[src/rtl/arb_pkg.sv]
// rtl/arb_pkg.sv - shared types and constants for the memory-port arbiter
package arb_pkg;

  localparam int NUM_REQ = 8;

  typedef enum logic [1:0] {
    IDLE,
    BUSY,
    RELEASE
  } arb_state_t;

  typedef enum logic {
    OP_READ,
    OP_WRITE
  } mem_op_t;

endpackage

[src/rtl/rr_pick8.sv]
// rtl/rr_pick8.sv - combinational 8-way round-robin / fixed-priority winner picker
module rr_pick8 (
  input  logic [7:0] pend,
  input  logic [2:0] ptr,
  input  logic       fixed,
  output logic       valid,
  output logic [2:0] idx
);

  logic [2:0] base;
  logic [7:0] rot;
  logic [2:0] first;

  // Fixed priority is round robin with the search origin pinned to requester 0.
  assign base = fixed ? 3'd0 : ptr;

  always_comb begin
    rot   = 8'({pend, pend} >> base);
    first = 3'd0;
    for (int i = 7; i >= 0; i--) begin
      if (rot[i]) first = 3'(i);
    end
  end

  assign valid = |pend;
  assign idx   = first + base;

endmodule

[src/rtl/mem_port_arbiter8.sv]
// rtl/mem_port_arbiter8.sv - arbitrates one physical memory port among 8 requesters
module mem_port_arbiter8
  import arb_pkg::*;
#(
  parameter int FIXED_PRIORITY = 0,
  parameter int RELEASE_CYCLES = 1
) (
  input  logic               clk,
  input  logic               rst,
  input  logic [NUM_REQ-1:0] req_read,
  input  logic [NUM_REQ-1:0] req_write,
  input  logic               mem_resp,
  output logic [2:0]         sel,
  output logic [NUM_REQ-1:0] grant,
  output logic               mem_read,
  output logic               mem_write,
  output logic [NUM_REQ-1:0] req_resp,
  output logic               busy
);

  arb_state_t         state, state_nxt;
  mem_op_t            op;
  logic [2:0]         ptr;
  logic [1:0]         rel_cnt;
  logic [NUM_REQ-1:0] pend;
  logic               pick_valid;
  logic [2:0]         pick_idx;
  logic               rel_done;

  assign pend     = req_read | req_write;
  assign rel_done = (rel_cnt == 2'(RELEASE_CYCLES - 1));

  rr_pick8 u_pick (
    .pend  (pend),
    .ptr   (ptr),
    .fixed (FIXED_PRIORITY != 0),
    .valid (pick_valid),
    .idx   (pick_idx)
  );

  always_ff @(posedge clk) begin
    if (rst) state <= IDLE;
    else     state <= state_nxt;
  end

  always_comb begin
    state_nxt = state;
    unique case (state)
      IDLE:    if (pick_valid) state_nxt = BUSY;
      BUSY:    if (mem_resp)   state_nxt = RELEASE;
      RELEASE: if (rel_done)   state_nxt = IDLE;
      default: state_nxt = IDLE;
    endcase
  end

  always_ff @(posedge clk) begin
    if (rst) begin
      ptr     <= 3'd0;
      sel     <= 3'd0;
      grant   <= '0;
      op      <= OP_READ;
      rel_cnt <= 2'd0;
    end else begin
      unique case (state)
        IDLE: begin
          if (pick_valid) begin
            sel   <= pick_idx;
            grant <= 8'd1 << pick_idx;
            op    <= req_read[pick_idx] ? OP_READ : OP_WRITE;
          end
        end
        BUSY: begin
          if (mem_resp) begin
            grant   <= '0;
            rel_cnt <= 2'd0;
            if (FIXED_PRIORITY == 0) ptr <= sel + 3'd1;
          end
        end
        RELEASE: rel_cnt <= rel_cnt + 2'd1;
        default: ;
      endcase
    end
  end

  // Strobes decode from flops only, so they are stable for all of BUSY.
  assign mem_read  = (state == BUSY) && (op == OP_READ);
  assign mem_write = (state == BUSY) && (op == OP_WRITE);
  assign req_resp  = (state == BUSY && mem_resp) ? grant : '0;
  assign busy      = (state != IDLE);

endmodule

[config.mk]
export PLATFORM = sky130hd
export DESIGN_NAME = mem_port_arbiter8
export DESIGN_NICKNAME = d
export VERILOG_FILES = /design/src/rtl/arb_pkg.sv /design/src/rtl/rr_pick8.sv /design/src/rtl/mem_port_arbiter8.sv
export SDC_FILE = /design/constraint.sdc
export NUM_CORES = 1
export LEC_CHECK = 0
export CAP_MARGIN = 20
export CORE_UTILIZATION = 49
export DETAILED_ROUTE_END_ITERATION = 8
export GPL_ROUTABILITY_DRIVEN = 1
export HOLD_SLACK_MARGIN = 0.02
export PLACE_DENSITY = 0.8
export SLEW_MARGIN = 40
export SYNTH_ARGS = -nofsm -noshare
export SYNTH_HDL_FRONTEND = slang
export SYNTH_SLANG_ARGS = --single-unit
[constraint.sdc]
create_clock -name clk -period 4.85 [get_ports clk]
set_input_delay 0.97 -clock clk [delete_from_list [all_inputs] [get_ports clk]]
set_output_delay 0.97 -clock clk [all_outputs]
set_load 0.05 [all_outputs]
* After elaboration in Yosys (flattened, before gate mapping)
Cells that the tools add are included.
** Word-level totals
- Bits in registers :: 19
- Input bits :: 19
- Output and inout bits :: 22
- Logic and storage cells :: 54
** Operators by class
- Add/subtract/negate cells :: 3
- Order comparisons :: 1
- Equal/unequal tests :: 5
- Shift-type cells :: 2
- Mux-type cells :: 21
- Bitwise operators :: 2
- Reduce and logical (&&, ||, !) cells :: 14
** Operators with widths (number)
- 3-bit two-way mux :: 8
- 8-bit two-way mux :: 3
- 8-bit case mux with 2 select lines :: 1
- 16-bit by 3-bit right shift with 8-bit output :: 1
- 2-bit two-way mux :: 4
- 8-bit bitwise OR :: 1
- 8-bit OR reduction :: 1
- 1-bit by 3-bit << shifter with 8-bit output, first input constant :: 1
- 2-bit != test, second input constant :: 3
- 2-bit case mux with 3 select lines :: 1
- 2-bit AND reduction :: 3
- 3-bit AND reduction :: 2
- 2-bit nonzero test :: 3
- 2-bit logical NOT :: 2
- 3-bit by 4-bit less-than comparator with 1-bit output, second input constant :: 1
- 2-bit case mux with 2 select lines :: 1
- 3-bit by 1-bit adder with 3-bit output, second input constant :: 1
- 3-bit adder :: 1
- 1-bit binary-select mux with 3-bit select :: 1
- 1-bit logical AND :: 3
- 2-bit by 1-bit adder with 2-bit output, second input constant :: 1
- 2-bit by 1-bit == test with 1-bit output, second input constant :: 1
- 2-bit == test, second input constant :: 1
- 1-bit two-way mux :: 2
- 1-bit NOT :: 1

* Longest topological paths before layout
- Depth after elaboration :: 14
- Mapped depth :: 16
- Depth with buffers taken out :: 14

* By module
Synthesis repeated with hierarchy kept, for this count alone.
** Second synthesis, totals
- Cell total of the unflattened synthesis :: 167
- Area total of the unflattened synthesis :: 1495.2 um^2
** Modules (own cells, without submodules)
- mem_port_arbiter8 :: instances 1, cells an instance 123, area an instance 1018.5 um^2, sequential area each 380.4 um^2
- rr_pick8 :: instances 1, cells an instance 44, area an instance 476.7 um^2, sequential area each 0.0 um^2

* Worst setup path before layout
No wires, ideal clock.
- Path kind :: input to register
- Start point :: input req_write[0]
- End point :: register grant[0]
- Library setup time :: 0.070 ns
- Arrival :: 3.815 ns
- Required time :: 4.780 ns
- Path slack :: 0.965 ns
- Cell stages on the path :: 14
- Path buffers :: 1
- Cell sequence :: nor2_1 mux4_2 mux2i_1 a21o_1 a21oi_1 o31ai_1 ha_1 inv_1 fa_1 xor2_1 and3_1 buf_2 or4_1 a21oi_1
** On the way
- Longest elaborated chain between the ends :: 14
- Elaborated cells on any way between the ends :: 17
- Classes of those cells :: 1 x add/sub; 1 x eq/ne; 2 x shift; 10 x mux; 1 x bitwise; 2 x reduce/logical
** Ends and longest elaborated chain
- from (decl) :: line mem_port_arbiter8.sv:11 : input logic [NUM_REQ-1:0] req_write,
- 8-bit bitwise OR * :: line mem_port_arbiter8.sv:30 : assign pend = req_read | req_write;
- 16-bit by 3-bit right shift with 8-bit output :: line rr_pick8.sv:18 : rot = 8'({pend, pend} >> base);
- 3-bit two-way mux (8 in series) :: line rr_pick8.sv:21 : if (rot[i]) first = 3'(i);
- 3-bit adder :: line rr_pick8.sv:26 : assign idx = first + base;
- 1-bit by 3-bit << shifter with 8-bit output :: line mem_port_arbiter8.sv:68 : grant <= 8'd1 << pick_idx;
- 8-bit two-way mux :: line mem_port_arbiter8.sv:66 : if (pick_valid) begin
- 8-bit case mux with 2 select lines :: line mem_port_arbiter8.sv:64 : unique case (state)
- to (signal assigned) :: line mem_port_arbiter8.sv:68
- to (decl) :: line mem_port_arbiter8.sv:14 : output logic [NUM_REQ-1:0] grant,
Every way passes the cells marked *; elsewhere a longest branch is shown, timed or not. The select of a mux whose other input is x is not followed.
A chain may end at the register's enable or synchronous reset.

* Worst setup path after layout
- Start point :: input req_read[7]
- End point :: register grant[1]
** On the way
- Longest elaborated chain between the ends :: 14
- Elaborated cells on any way between the ends :: 17
- Classes of those cells :: 1 x add/sub; 1 x eq/ne; 2 x shift; 10 x mux; 1 x bitwise; 2 x reduce/logical
** Ends and longest elaborated chain
- from (decl) :: line mem_port_arbiter8.sv:10 : input logic [NUM_REQ-1:0] req_read,
- 8-bit bitwise OR * :: line mem_port_arbiter8.sv:30
- 16-bit by 3-bit right shift with 8-bit output :: line rr_pick8.sv:18
- 3-bit two-way mux (8 in series) :: line rr_pick8.sv:21
- 3-bit adder :: line rr_pick8.sv:26
- 1-bit by 3-bit << shifter with 8-bit output :: line mem_port_arbiter8.sv:68
- 8-bit two-way mux :: line mem_port_arbiter8.sv:66
- 8-bit case mux with 2 select lines :: line mem_port_arbiter8.sv:64
Marks and branches as above.

==> qor.csv <==
stage,metric,value,unit
cells_and_area,stdcell_area,2000,sq um
synthesis,synth_area_leader_cell,dfxtp_1,
clock_tree,hold_buffers,0,
status,status,"complete, but fails checks",
grt,grt_usage,25.1,%
critical_path,worst-endpoint-arrival,4660,ps
synthesis,synth_top_area_share,24.2,%
timing,period_share,91.3,%
critical_path,crit_end,grant[1]$_SDFFE_PP0P_,
cells_and_area,fin_cells,268,
synthesis,yosysSeqAreaShare,24.2,%
clock_tree,clk_pin_slew,110,ps
grt,grt_max_degree,21,
timing,drv_slew,0,
power,p_per_area,233,nW/um^2
cells_and_area,mostFrequentLayoutCells,"40 x clkdlybuf4s50_1, 25 x nor2_1, 19 x dfxtp_1",
clock_tree,clk_latency,300,ps
synthesis,ys_ff_latch,19,
synthesis,synth_edf_count,0,
route,dr_total_vias,1590,
power,p_leak,0.677,nW
synthesis,synth_area_per_cell,8.30,sq um
critical_path,critPathKind,in2reg,
clock_tree,cts_tree,built,
placed_design,dp_hpwl,3090,um
status,violations,design-rule violations,
timing,tightest_slew,681,ps
cells_and_area,final_nets,248,
clock_tree,numCtsBuffers,3,
route,initialDrtViolationCount,86,
synthesis,syn-cell-area,1570,sq um
critical_path,r2r-end,grant[1]$_SDFFE_PP0P_,
placed_design,io_buffer_count,40,
job,cap_violations,0,
route,viasPerCell,5.93,
critical_path,reg2reg_slack,920,ps
critical_path,crit_required,5080,ps
synthesis,synth_nets,212,
route,postRouteAntennaNets,0,
floorplanning,rows,20,
grt,antenna_found_initial,0,
critical_path,startpoint_type,input pin,
cells_and_area,n_antenna_cell,0,
synthesis,synth_cells,189,
cells_and_area,final.fill_count,259,
critical_path,crit_path_end_kind,register,
cells_and_area,final_common_cell,clkdlybuf4s50_1,
clock_tree,clockBufferDepth,2,
critical_path,crit_start,req_read[7],
timing,setup_violations,0,
clock_tree,h-tree-depth,1,
floorplanning,fp.dieW,58.6,um
grt,grt_pass1_wl,6600,um
cells_and_area,drive_gt1_share,9.82,%
cells_and_area,synthToLayoutAreaGrowth,27.6,%
power,vdd_drop_max,0.211,mV
placed_design,place_area,1970,sq um
clock_tree,cts_root_buf,clkbuf_4,
timing,min_period,4430,ps
floorplanning,die_area,3430,sq um
synthesis,async_flop_share,0,%
clock_tree,postCtsSetupBuffers,0,
timing,skew,6.56,ps
timing,slew_headroom,54.4,%
synthesis,ys_top_cells_by_area,"dfxtp_1 24%, mux4_2 7.2%, nor2_1 6.0%",
grt,grt_pass1_vias,1458,
synthesis,synth-main-ff-cell,dfxtp_1,
clock_tree,clock-sinks,19,
floorplanning,core-area,3050,sq um
placed_design,gp_congestion,0.910,
timing,hold_violations,0,
critical_path,r2r_start,ptr[2]$_SDFFE_PP0P_,
placed_design,dpl.cell_count,264,
route,wl_per_cell,14.5,um
clock_tree,cts.repair.resized,0,
synthesis,synthDistinctLibCells,55,
floorplanning,start_util,51.4,%
critical_path,worstPathMaxFanout,11,
synthesis,yosysWarnings,0,
route,dr.pass1.iters,6,
timing,timing.fmax,226,MHz
floorplanning,die_h,58.6,um
route,wl,3900,um
floorplanning,io_pins,41,
grt,grt_overflow,0,
timing,rsz0062_at_grt,false,
timing,setup-tns-final,0,ps
route,drc,1,
critical_path,reg2regPathDepth,14,
worst_hold_path,hp-class,reg2reg,
-- final cells by class --
type / instances / area, sq um / share of cell area [%]
repair buffers: 44 / 430 / 21.5
clock buffers: 3 / 22.5 / 1.13
flip-flops and latches: 19 / 380 / 19.0
inverters: 7 / 26.3 / 1.31
clock inverters: 1 / 5.00 / 0.250
well taps: 44 / 55.1 / 2.75
multi-input cells: 150 / 1080 / 54.1
-- state kept, by name (all words and copies together) (netlist names) --
signal and count:
grant 8, ptr 3, sel 3, rel_cnt 2
state 2, op 1
-- power by group --
| group | internal [W] | switching (W) | leakage (nW) |
|---|---|---|---|
| Sequential | 0.000167 | 0.0000159 | 0.155 |
| Clock | 0.0000308 | 0.0000489 | 0.0177 |
| Combinational | 0.0000863 | 0.000116 | 0.504 |
-- synthesized netlist by cell type (4+ instances only) --
cell type / instances
dfxtp_1: 19
o21ai_0: 4
and2_1: 11
inv_1: 6
nand2_1: 13
clkbuf_1: 5
nor2_1: 25
buf_2: 4
a211oi_1: 9
a21oi_1: 15
nor3_1: 6
nor4_1: 7
mux4_2: 5
-- worst min path at each step --
stage,from,end,depth (start not counted)
floorplan,op$_SDFFE_PP0P_,op$_SDFFE_PP0P_,2
global placement,grant[0]$_SDFFE_PP0P_,grant[0]$_SDFFE_PP0P_,2
detailed placement,grant[5]$_SDFFE_PP0P_,grant[5]$_SDFFE_PP0P_,2
CTS,grant[5]$_SDFFE_PP0P_,grant[5]$_SDFFE_PP0P_,2
global route,grant[6]$_SDFFE_PP0P_,grant[6]$_SDFFE_PP0P_,2
finish,grant[5]$_SDFFE_PP0P_,grant[5]$_SDFFE_PP0P_,2
-- critical path, stage by stage --
cell and delay, ps:
clkdlybuf4s50_1 590, nor2_1 80, mux4_2 480, and2_1 180
o21ai_0 150, a21o_1 160, a21oi_1 60, o31ai_1 220
ha_1 190, inv_1 50, fa_1 380, xor2_1 170
and3_1 300, or4b_1 540, a21oi_1 150
-- per-stage QoR --
| stage | power (W) | hold slack [ps] | util [%] | setup WS, ps |
|---|---|---|---|---|
| 2_1_floorplan | 0.000326 | 468 | - | 965 |
| 3_3_place_gp | 0.000386 | 453 | 64.7 | 260 |
| 3_5_place_dp | 0.000388 | 459 | 64.7 | 136 |
| 4_1_cts | 0.000468 | 475 | 65.6 | 432 |
| 5_1_grt | 0.000496 | 497 | 65.6 | 213 |
| 6_report | 0.000466 | 470 | 65.6 | 420 |
-- logic make-up after synthesis --
| family | after synthesis | share of synthesized area, % |
|---|---|---|
| buf+inv | 20 | 6.78 |
| simple gates | 85 | 31.6 |
| compound gates | 49 | 21.1 |
| fa+ha+maj | 4 | 3.67 |
| mux | 10 | 11.5 |
| flops | 19 | 24.2 |
| xor+xnor | 2 | 1.12 |
-- per-layer routing --
metal,vias to the layer above,global-route usage [%],wire (um)
met5,-,0,0
met4,0,3.74,32
met3,6,5.71,231
met2,50,42.4,1810
met1,746,33.5,1830
li1,788,-,-
No activity file was read; power rests on OpenSTA's default activity.
